**config.mk**
```make
export PLATFORM = sky130hd
export DESIGN_NAME = bcd_serial_adder
export DESIGN_NICKNAME = d
export VERILOG_FILES = /design/src/rtl/bcd_serial_adder.sv
export SDC_FILE = /design/constraint.sdc
export NUM_CORES = 1
export LEC_CHECK = 0
export BUFFER_PORTS_ARGS = -buffer_cell sky130_fd_sc_hd__buf_2
export CORE_UTILIZATION = 50
export DETAILED_ROUTE_END_ITERATION = 8
export PLACE_DENSITY = 0.71
export SYNTH_ARGS = -nofsm -noshare
export SYNTH_HDL_FRONTEND = slang
export SYNTH_SLANG_ARGS = --single-unit
```
**constraint.sdc**
```tcl
create_clock -name clk -period 8.18 [get_ports clk]
set_input_delay 0.818 -clock clk [delete_from_list [all_inputs] [get_ports clk]]
set_output_delay 0.818 -clock clk [all_outputs]
set_load 0.01 [all_outputs]
```
**src/rtl/bcd_serial_adder.sv**
```systemverilog
// Multi-digit BCD adder: one decimal digit per clock, least-significant first,
// with start/busy/done handshake and invalid-digit flagging.
module bcd_serial_adder #(
  parameter int DIGITS = 4
) (
  input  logic                  clk,
  input  logic                  rst,
  input  logic                  start,
  input  logic [4*DIGITS-1:0]   a,
  input  logic [4*DIGITS-1:0]   b,
  input  logic                  cin,
  output logic                  busy,
  output logic                  done,
  output logic [4*DIGITS-1:0]   sum,
  output logic                  cout,
  output logic                  err
);

  localparam int W  = 4 * DIGITS;
  localparam int CW = (DIGITS > 1) ? $clog2(DIGITS) : 1;
  localparam logic [CW-1:0] LAST = CW'(DIGITS - 1);

  localparam logic [1:0] IDLE = 2'd0;
  localparam logic [1:0] ADD  = 2'd1;
  localparam logic [1:0] FIN  = 2'd2;

  logic [1:0]    state_reg;
  logic [CW-1:0] cnt_reg;
  logic [W-1:0]  a_reg;
  logic [W-1:0]  b_reg;
  logic          carry_reg;
  logic [W-1:0]  work_reg;
  logic          err_pend_reg;
  logic [W-1:0]  sum_reg;
  logic          cout_reg;
  logic          err_reg;

  // Per-digit validity of the operands presented at the accepting edge.
  logic [DIGITS-1:0] dig_bad;
  genvar gi;
  generate
    for (gi = 0; gi < DIGITS; gi++) begin : g_dig_chk
      assign dig_bad[gi] = (a[4*gi +: 4] > 4'd9) | (b[4*gi +: 4] > 4'd9);
    end
  endgenerate

  logic [CW+1:0] base;
  logic [3:0]    a_dig;
  logic [3:0]    b_dig;
  logic [4:0]    raw;
  logic          fix;
  logic [3:0]    res;
  logic [W-1:0]  work_next;

  always_comb begin
    base      = {cnt_reg, 2'b00};
    a_dig     = a_reg[base +: 4];
    b_dig     = b_reg[base +: 4];
    raw       = {1'b0, a_dig} + {1'b0, b_dig} + {4'b0000, carry_reg};
    // raw >= 10 needs the +6 decimal correction and produces a carry
    fix       = raw[4] | (raw[3] & raw[2]) | (raw[3] & raw[1]);
    res       = fix ? (raw[3:0] + 4'd6) : raw[3:0];
    work_next = work_reg;
    work_next[base +: 4] = res;
  end

  always_ff @(posedge clk or posedge rst) begin
    if (rst) begin
      state_reg    <= IDLE;
      cnt_reg      <= '0;
      a_reg        <= '0;
      b_reg        <= '0;
      carry_reg    <= 1'b0;
      work_reg     <= '0;
      err_pend_reg <= 1'b0;
      sum_reg      <= '0;
      cout_reg     <= 1'b0;
      err_reg      <= 1'b0;
    end else if (state_reg == ADD) begin
      work_reg  <= work_next;
      carry_reg <= fix;
      if (cnt_reg == LAST) begin
        state_reg <= FIN;
        sum_reg   <= work_next;
        cout_reg  <= fix;
        err_reg   <= err_pend_reg;
      end else begin
        cnt_reg <= cnt_reg + CW'(1);
      end
    end else if (start) begin
      // IDLE and FIN both accept a new operation
      state_reg    <= ADD;
      cnt_reg      <= '0;
      a_reg        <= a;
      b_reg        <= b;
      carry_reg    <= cin;
      err_pend_reg <= |dig_bad;
    end else begin
      state_reg <= IDLE;
    end
  end

  assign busy = (state_reg == ADD);
  assign done = (state_reg == FIN);
  assign sum  = sum_reg;
  assign cout = cout_reg;
  assign err  = err_reg;

endmodule

```
### Yosys cells after proc, flatten, opt, wreduce, memory -nomap -nowiden

Index checks and enable logic that the tools add are counted.

| storage, ports and cells | value |
|---|---|
| memory bits (read-only) | 0 |
| input port bits | 36 |
| output and inout bits | 20 |
| logic and storage cells | 56 |
| flip-flop bits (word level) | 72 |
| latch bits | 0 |
| memories | 0 |
| RAM bits | 0 |

| cells by class | value |
|---|---|
| muxes and demuxes | 10 |
| divide/modulo/power cells | 0 |
| reductions and logical operators | 5 |
| bitwise logic cells | 9 |
| equality and inequality tests | 5 |
| shifts and indexed selects | 4 |
| multipliers | 0 |
| $lt $le $gt $ge | 8 |
| $add $sub $neg | 5 |

Operators with widths:

| cell | count |
|---|---|
| 4-bit > comparator (second input constant) | 8 |
| 16-bit by 5-bit variable part select with 4-bit output | 2 |
| 16-bit bitwise mux | 1 |
| 4-bit by 6-bit variable shift with 16-bit output (first input constant) | 1 |
| 4-bit by 6-bit variable part select with 16-bit output | 1 |
| 2-bit two-way mux | 5 |
| 4-bit negator with 6-bit output | 1 |
| 1-bit OR | 6 |
| 2-bit AND reduction | 3 |
| 4-bit by 4-bit adder with 5-bit output | 1 |
| 5-bit by 1-bit adder with 5-bit output | 1 |
| 4-bit by 3-bit adder with 4-bit output (second input constant) | 1 |
| 2-bit equality test (second input constant) | 2 |
| 4-bit two-way mux | 1 |
| 4-bit OR reduction | 1 |
| 1-bit two-way mux | 3 |
| 2-bit by 1-bit adder with 2-bit output (second input constant) | 1 |
| 1-bit AND | 2 |
| 2-bit by 1-bit equality test with 1-bit output (second input constant) | 1 |
| 2-bit by 1-bit inequality test with 1-bit output (second input constant) | 1 |
| 2-bit inequality test (second input constant) | 1 |
| 2-bit nonzero test | 1 |
| 1-bit NOT | 1 |

### Logic depth before layout (Yosys ltp)

Gate-level depths: netlist (run 1).

| depth | value |
|---|---|
| depth after elaboration | 9 |
| gate-level depth with buffers | 11 |
| gate-level depth less buffers | 9 |

### Least setup slack after synthesis (run 1)

Ideal clock, no wire load.

| path | value |
|---|---|
| path kind | flip-flop to flip-flop |
| start point | register cnt_reg[0] |
| end point | register sum_reg[13], in the netlist sum[13] |
| path buffers | 2 |
| period minus slack after synthesis | 3.079 ns |
| cell stages (with the launch flop) | 12 |
| required time | 8.046 ns |
| slack | 5.101 ns |
| data arrival time | 2.945 ns |
| library setup time | 0.134 ns |
| path through | dfrtp_1 buf_2 mux4_2 fa_1 inv_1 fa_1 buf_6 inv_1 a2111oi_1 a31o_1 a221oi_4 o21ai_1 |

| on the way | value |
|---|---|
| longest elaborated chain between the ends | 9 |
| elaborated cells between the ends (all ways) | 16 |
| those cells by class | add/sub: 4; eq/ne: 1; shift: 4; mux: 2; bitwise: 4; reduce/logical: 1 |

RTL lines:

| what | line | RTL |
|---|---|---|
| from (decl) | 28 | `logic [CW-1:0] cnt_reg;` |
| from (signal assigned) | 88 | `cnt_reg <= cnt_reg + CW'(1);` |
| parallel branches: the longest is 9 deep, another holds 4-bit by 4-bit adder with 5-bit output | n/a |  |
| to (signal assigned) | 84 | `sum_reg <= work_next;` |
| to (decl) | 34 | `logic [W-1:0] sum_reg;` |

Several ways; the timed one is not identified.
A chain may end at the register's enable or synchronous reset.

### Worst setup path in the final report (run 1)

| path | value |
|---|---|
| start point | register cnt_reg[0] |
| end point | register work_reg[1] |

| on the way | value |
|---|---|
| longest elaborated chain between the ends | 9 |
| elaborated cells between the ends (all ways) | 14 |
| those cells by class | add/sub: 4; shift: 4; mux: 2; bitwise: 4 |

RTL lines:

| what | line | RTL |
|---|---|---|
| parallel branches: the longest is 8 deep, another holds 4-bit by 4-bit adder with 5-bit output | n/a |  |
| 16-bit bitwise mux (*) | 64 | `work_next[base +: 4] = res;` |
| to (signal assigned) | 80 | `work_reg <= work_next;` |
| to (decl) | 32 | `logic [W-1:0] work_reg;` |

Every way passes the cells marked *.

==> flow_summary.toml, run 1 <==
[layout]
nets = 414
multi_input_area_um2 = 1700
regArea_um2 = 1800
diodes = 0
fillers = 629
layout_common_cells = "dfrtp_1, buf_2, nand2_1"
layout_commonest_cell = "dfrtp_1"
syn_to_final_growth_pct = 14.4
drive_gt1_frac = 0.319

[synth]
yosysSeqAreaShare = 0.496
synth_top_cell_by_area = "dfrtp_1"
async_flop_share = 1.00
syn_area_um2 = 3630
syn_inst = 310
synth-simple-area-share = 0.130
yosysWarnings = 0
synthAdderAreaFrac = 0.0455
synth_compound_area_frac = 0.129
synth_top_area_share = 0.496
synth_xor_area_frac = 0.00448
synthMuxAreaShare = 0.158
synth-edff-count = 0
syn_avg_cell_area_um2 = 11.7
synth_ff_type = "dfrtp_1"
synthTopCellsByArea = "dfrtp_1, mux2_2, mux4_2"
ys_ff_latch = 72
synth_nets = 358
synth_top_family_by_area = "multiplexers"
synth_cell_type_count = 49

[drt]
routed_wl_um = 7450
post-route-drc-count = 0
vias = 2566
via_per_inst = 5.51
drtIter0Drc = 87
antenna_left = 0
firstDrtPassIters = 4
wl_per_cell_um = 16.0

[critical_path]
worstPathArrival_ns = 3.70
critPathRequiredTime_ns = 8.40
start_kind = "flop"
cp_max_fo = 14
critPathKind = "flop to flop"
cp-end-kind = "flop"

[floorplanning]
dieArea_um2 = 7610
initial_utilization = 0.526
core-area_um2 = 6910
die_x_um = 87.2
num_io_pins = 56
die_h_um = 87.2
rows = 30

[timing]
period_minus_slack_ns = 3.48
fmax_mhz = 287
finalSetupTns_ns = 0
hold_violations = 0
drv_slew = 0
clock_skew_ns = 0.00704
worst_slew_pin_slew_ns = 0.917
rsz0062_at_grt = "no"
setup_viol = 0
fin_ws_ns = 4.70
post-route-period-util = 0.426
maxSlewHeadroom = 0.389

[global_route]
antenna_found_initial = 0
track_usage = 0.225
grt_pass1_wl_um = 12800
grt_pass1_vias = 2597
grt_max_degree = 73
gr-total-overflow = 0

[placed_design]
place_hpwl_um = 5430
io_buffers = 55
globalplace.congestion = 0.759
place_worst_setup_slack_ns = 4.67

[run_status]
outcome = "finished, final reports clean"

[clocking]
numCtsBuffers = 9
cts_resized = 0
h-tree-depth = 3
cts_tree = "yes"
worstSkewPairLatency_ns = 0.35
cts.sinks = 72
clockRootBuffer = "clkbuf_8"
cts_setup_buffers = 0
clk_pin_slew_ns = 0.07
clockBufferDepth = 2
hold_buffers = 0

[hold_path]
hp-class = "flop to flop"

[run]
cap_violations = 0
## path summary, 6_finish.rpt
check / startpoint / end / slack (ns) / depth (start not counted)
min in group asynchronous: rst / b_reg[0] / 0.71 / 3
hold reg to reg: work_reg[13] / work_reg[13] / 0.48 / 2
setup / recovery: cnt_reg[0] / work_reg[1] / 4.70 / 9
setup reg to reg: cnt_reg[0] / work_reg[1] / 4.70 / 9
max in group asynchronous: rst / err / 6.85 / 3
hold / removal: work_reg[13] / work_reg[13] / 0.48 / 2
## metrics by stage
stage                     std cells  cell area [µm²]  hold slack [ns]   util
after CTS                       466             4160            0.483  0.602
after global placement          451             3970            0.453  0.575
after floorplan                 310             3630            0.439      -
after detailed placement        451             3970            0.468  0.575
after global routing            466             4160            0.509  0.602
final                           466             4160            0.479  0.602
## cell usage after synthesis, types with 4 or more instances
master	number
a21oi_1	10
a221oi_1	4
a31oi_1	4
a32o_1	4
buf_2	8
dfrtp_1	72
ha_1	10
inv_1	14
mux2_1	13
mux2_2	20
mux4_2	8
nand2_1	36
nand2b_1	7
nand3_2	6
nor2_1	15
nor3b_1	8
o21ai_0	10
o21ai_1	21
## worst max-delay path, cell delays in order (launching register included)
cell,delay [ns]
dfrtp_1,0.74
mux4_2,0.60
fa_1,0.43
inv_1,0.09
fa_1,0.59
inv_1,0.12
a2111oi_1,0.06
a31o_1,0.23
a221oi_4,0.36
o21ai_1,0.14
## layout make-up
cell class	instances	share of cell area
Sequential cell	72	0.434
Clock buffer	11	0.0340
Clock inverter	4	0.0108
Multi-Input combinational cell	210	0.408
Timing Repair Buffer	57	0.0699
Tap cell	96	0.0289
Inverter	16	0.0145
## layer usage
metal / share of wire / global-route usage
met1: 0.45 / 0.286
met2: 0.50 / 0.377
met3: 0.030 / 0.0360
met4: 0.022 / 0.107
met5: 0 / 0
## cell families (layout without fill, tap and decap cells)
| kind of cell | Yosys count | after routing |
|---|---|---|
| simple gates | 88 | 88 |
| flops | 72 | 72 |
| compound gates | 67 | 67 |
| mux | 42 | 42 |
| buf+inv | 28 | 88 |
| fa+ha+maj | 12 | 12 |
| xor+xnor | 1 | 1 |
Power of run 1 is not shown: default switching activity piles up to over one toggle a cycle in this logic, so the estimate is an artifact.
==> run 2, diff against run 1 <==
PLACE_DENSITY = 0.73   (was 0.71)
clock period = 2.9 ns   (was 8.18 ns; I/O delays follow)
==> run 2 against run 1 <==
  * Hold slack got worse by 0.49 ns
  * Register-to-register slack got worse by 4.7 ns
  * Die area did not move
  * Critical endpoint unchanged
  * Clock skew rose by 0.0086 ns
  * Global-route usage fell by 0.39 points
  * The run now ends with negative hold slack, negative setup slack left
  * Utilization rose by 1.9 points
  * Non-clock buffer count rose by 14
  * Design area rose by 3.2%
  * Setup slack got worse by 4.7 ns
  * Sequential share of layout area fell by 1.4 points
  * Largest cell class unchanged
==> flow_summary.toml, run 2 (synthesis gave the netlist of run 1 again) <==
[run_status]
outcome = "finished, violations left"
violations = "negative hold slack, negative setup slack"

[floorplanning]
core-area_um2 = 6910
die_h_um = 87.2
initial_utilization = 0.526
num_io_pins = 56
dieArea_um2 = 7610
rows = 30
die_x_um = 87.2

[layout]
post-route-util = 0.621
nets = 428
drive_gt1_frac = 0.369
fillers = 594
layout_common_cells = "dfrtp_1, buf_2, nand2_1"
regArea_um2 = 1800
syn_to_final_growth_pct = 18.1
layout_commonest_cell = "dfrtp_1"
diodes = 0
multi_input_area_um2 = 1720

[drt]
vias = 2626
antenna_left = 0
routed_wl_um = 7590
via_per_inst = 5.46
drtIter0Drc = 115
firstDrtPassIters = 6
wl_per_cell_um = 15.8
post-route-drc-count = 0

[timing]
period_minus_slack_ns = 2.91
clock_skew_ns = 0.0157
maxSlewHeadroom = 0.506
hold_violations = 24
fmax_mhz = 344
fin_hold_ws_ns = -0.0110
fin_ws_ns = -0.00752
drv_slew = 0
rsz0062_at_grt = "yes"
setup_viol = 2
post-route-period-util = 1.00
worst_slew_pin_slew_ns = 0.735

[critical_path]
rr_worst_depth = 11
r2r_slack_ns = -0.008
r2r-start = "cnt_reg[0]"
cp_slowest_cell = "mux4_2"
cp_max_fo = 8
worstPathArrival_ns = 3.15
critPathRequiredTime_ns = 3.14
cp-end-kind = "flop"
cp_num_buf_inv = 4
cp.depth = 11
critPathKind = "flop to flop"
r2r_end = "work_reg[1]"
max_stage_delay_ns = 0.53
path_cells = "mux4_2 -> fa_2 -> inv_2 -> fa_2 -> buf_4 -> inv_2 -> a2111oi_1 -> a31o_1 -> a221oi_4 -> buf_12 -> o21ai_1"
start_kind = "flop"
crit_family = "adder cells"

[global_route]
grt_max_degree = 35
track_usage = 0.221
antenna_found_initial = 0
gr-total-overflow = 0
grt_pass1_wl_um = 12500
grt_pass1_vias = 2499

[clocking]
cts.sinks = 72
cts_tree = "yes"
h-tree-depth = 3
worstSkewPairLatency_ns = 0.37
clockBufferDepth = 2
hold_buffers = 0
clk_pin_slew_ns = 0.09
numCtsBuffers = 9
clockRootBuffer = "clkbuf_8"

[placed_design]
globalplace.congestion = 0.846
io_buffers = 55
place_hpwl_um = 5430

[run]
cap_violations = 0

[hold_path]
hp-class = "input port to async pin"
==> run 2: final cells by class <==
| class | count | share of cell area |
|---|---|---|
| Timing Repair Buffer | 71 | 0.0960 |
| Clock buffer | 11 | 0.0330 |
| Clock inverter | 5 | 0.00758 |
| Tap cell | 96 | 0.0280 |
| Inverter | 16 | 0.0140 |
| Sequential cell | 72 | 0.420 |
| Multi-Input combinational cell | 210 | 0.401 |
==> run 2: worst max-delay path by stage <==
stage | startpoint | to | slack, ns
global route | cnt_reg[0] | work_reg[1] | -0.09
finish | cnt_reg[0] | work_reg[1] | -0.008
detailed placement | cnt_reg[0] | work_reg[1] | -0.04
global placement | cnt_reg[0] | sum[13] | 0.04
floorplan | cnt_reg[1] | sum[13] | -0.007
CTS | cnt_reg[0] | work_reg[13] | 0.01
==> run 2: timing repair <==
action,4_1_cts,5_1_grt
endpoints found under the setup margin,15,24
setup buffers,4,3
pin swaps,2,12
gates resized for setup,3,4
cloned,0,0
==> run 2: layer usage <==
layer | vias to the layer above | part of all wire | GRT usage
met5 | - | 0 | 0
li1 | 1247 | - | -
met3 | 13 | 0.050 | 0.0588
met2 | 81 | 0.49 | 0.359
met1 | 1285 | 0.44 | 0.285
met4 | 0 | 0.017 | 0.0849
==> run 2: through the flow <==
step | TNS, ns | cells | instance area, µm² | worst slack [ns]
6_report | -0.00926 | 481 | 4290 | -0.00752
4_1_cts | 0 | 479 | 4260 | 0.0145
3_3_place_gp | 0 | 459 | 4030 | 0.0384
3_5_place_dp | -0.148 | 459 | 4030 | -0.0365
5_1_grt | -1.00 | 481 | 4290 | -0.0916
2_1_floorplan | -0.0559 | 310 | 3650 | -0.00698
Power of run 2 is left out for the same reason.
==> run 3, diff against run 2 <==
BUFFER_PORTS_ARGS = unset   (was -buffer_cell sky130_fd_sc_hd__buf_2)
CORE_UTILIZATION = 30   (was 50)
DONT_BUFFER_PORTS = 1   (was unset)
PLACE_DENSITY = 0.44   (was 0.73)
==> run 3 against run 2 <==
  * The run ends with design-rule violations, negative hold slack left
  * Die area rose by 65%
  * Sequential share of layout area up 0.22 points
  * First-iteration DRC count increased by 6.1%
  * Global-route usage down 7.4 points
  * Non-clock buffer count down 51
  * Routed wire length is 12% higher
  * Sequential cell count did not move
  * Utilization is 25 points lower
  * Critical path depth is 1 lower
  * Critical endpoint is now sum[1]
  * Highest routed layer is now met5
==> flow_summary.toml, run 3 (synthesis gave the netlist of run 1 again) <==
[placed_design]
globalplace.congestion = 0.787
place_hpwl_um = 6350
io_buffers = 0
placed_area_um2 = 3870

[floorplanning]
die_x_um = 112
die_h_um = 112
core-area_um2 = 11600
rows = 39
initial_utilization = 0.313
num_io_pins = 56
dieArea_um2 = 12600

[drt]
wl_met2_um = 4190
drtIter0Drc = 122
routed_wl_um = 8500
firstDrtPassIters = 8
antenna_left = 0
wl_met1_um = 3690
wl_per_cell_um = 17.8
via_per_inst = 5.07
top_layer = "met5"
post-route-drc-count = 3
wl_met3_um = 477
vias = 2425

[critical_path]
critPathKind = "flop to flop"
cp_max_fo = 8
start_kind = "flop"
worstPathArrival_ns = 3.10
cp-end-kind = "flop"
critPathRequiredTime_ns = 3.16

[timing]
maxSlewHeadroom = 0.452
drv_slew = 0
hold_violations = 4
setup_viol = 0
worst_slew_pin_slew_ns = 0.820
fmax_mhz = 352
clock_skew_ns = 0.00633
fin_hold_ws_ns = -0.00107
rsz0062_at_grt = "yes"
post-route-period-util = 0.980
period_minus_slack_ns = 2.84

[layout]
fin_area_um2 = 4270
drive_gt1_frac = 0.269
syn_to_final_growth_pct = 17.5
layout_commonest_cell = "dfrtp_1"
nets = 377
layout_common_cells = "dfrtp_1, nand2_1, mux2_2"
fillers = 1150

[clocking]
cts_tree = "yes"
clk_pin_slew_ns = 0.06
numCtsBuffers = 9
h-tree-depth = 3
cts.sinks = 72
clockRootBuffer = "clkbuf_16"
hold_buffers = 0
clockBufferDepth = 2
worstSkewPairLatency_ns = 0.33

[global_route]
grt_pass1_wl_um = 13900
gr-total-overflow = 0
grt_pass1_vias = 2601
grt_max_degree = 38
antenna_found_initial = 2
track_usage = 0.147

[run]
cap_violations = 0

[run_status]
violations = "design-rule violations, negative hold slack"
outcome = "finished, violations left"

[hold_path]
hp-class = "input port to async pin"
## run 3: final timing paths
kind	startpoint	end	slack (ns)	cells past startpoint
setup / recovery	cnt_reg[1]	sum[1]	0.06	10
hold / removal	rst	b_reg[2]	-0.001	1
setup reg to reg	cnt_reg[1]	sum[1]	0.06	10
hold reg to reg	work_reg[5]	work_reg[5]	0.48	2
max in group asynchronous	rst	a_reg[15]	2.22	2
min in group clk	a[10]	a_reg[10]	0.08	1
## run 3: per-stage QoR
step | cells | setup slack (ns) | util | setup TNS (ns)
2_1_floorplan | 310 | -0.00698 | - | -0.0559
3_3_place_gp | 457 | 0.0301 | 0.333 | 0
3_5_place_dp | 457 | -0.0809 | 0.333 | -0.594
4_1_cts | 473 | 0.0341 | 0.362 | 0
5_1_grt | 478 | -0.0607 | 0.367 | -0.431
6_report | 478 | 0.0591 | 0.367 | 0
## run 3: final cells by class
| cell class | instances | area [µm²] | area share |
|---|---|---|---|
| clock inverter | 5 | 80.1 | 0.0188 |
| tap | 143 | 179 | 0.0419 |
| multi-input combinational | 210 | 1720 | 0.404 |
| inverter | 16 | 60.1 | 0.0141 |
| clock buffer | 11 | 243 | 0.0569 |
| antenna | 1 | 2.50 | 0.000587 |
| sequential | 72 | 1800 | 0.422 |
| timing repair buffer | 20 | 179 | 0.0419 |
## run 3: routing by layer
layer  GRT usage  up-vias
li1            -     1155
met1       0.182     1196
met2       0.244       59
met3      0.0432       13
met4      0.0533        2
met5           0        -
## run 3: critical path, cell delays in order, from the launching register on
cell	delay, ns
dfrtp_1	0.37
mux4_2	0.52
fa_2	0.38
inv_2	0.07
fa_2	0.51
nor4b_2	0.26
nand3_1	0.11
o211ai_1	0.15
a221oi_4	0.11
buf_12	0.16
o21ai_1	0.13
## run 3: repair_timing
action                                  CTS  global route
pin swaps                                 0             4
cloned                                    0             0
resized for setup                         2             4
endpoints found under the setup margin   15            16
setup buffers                             0             6
Power of run 3 is left out for the same reason.
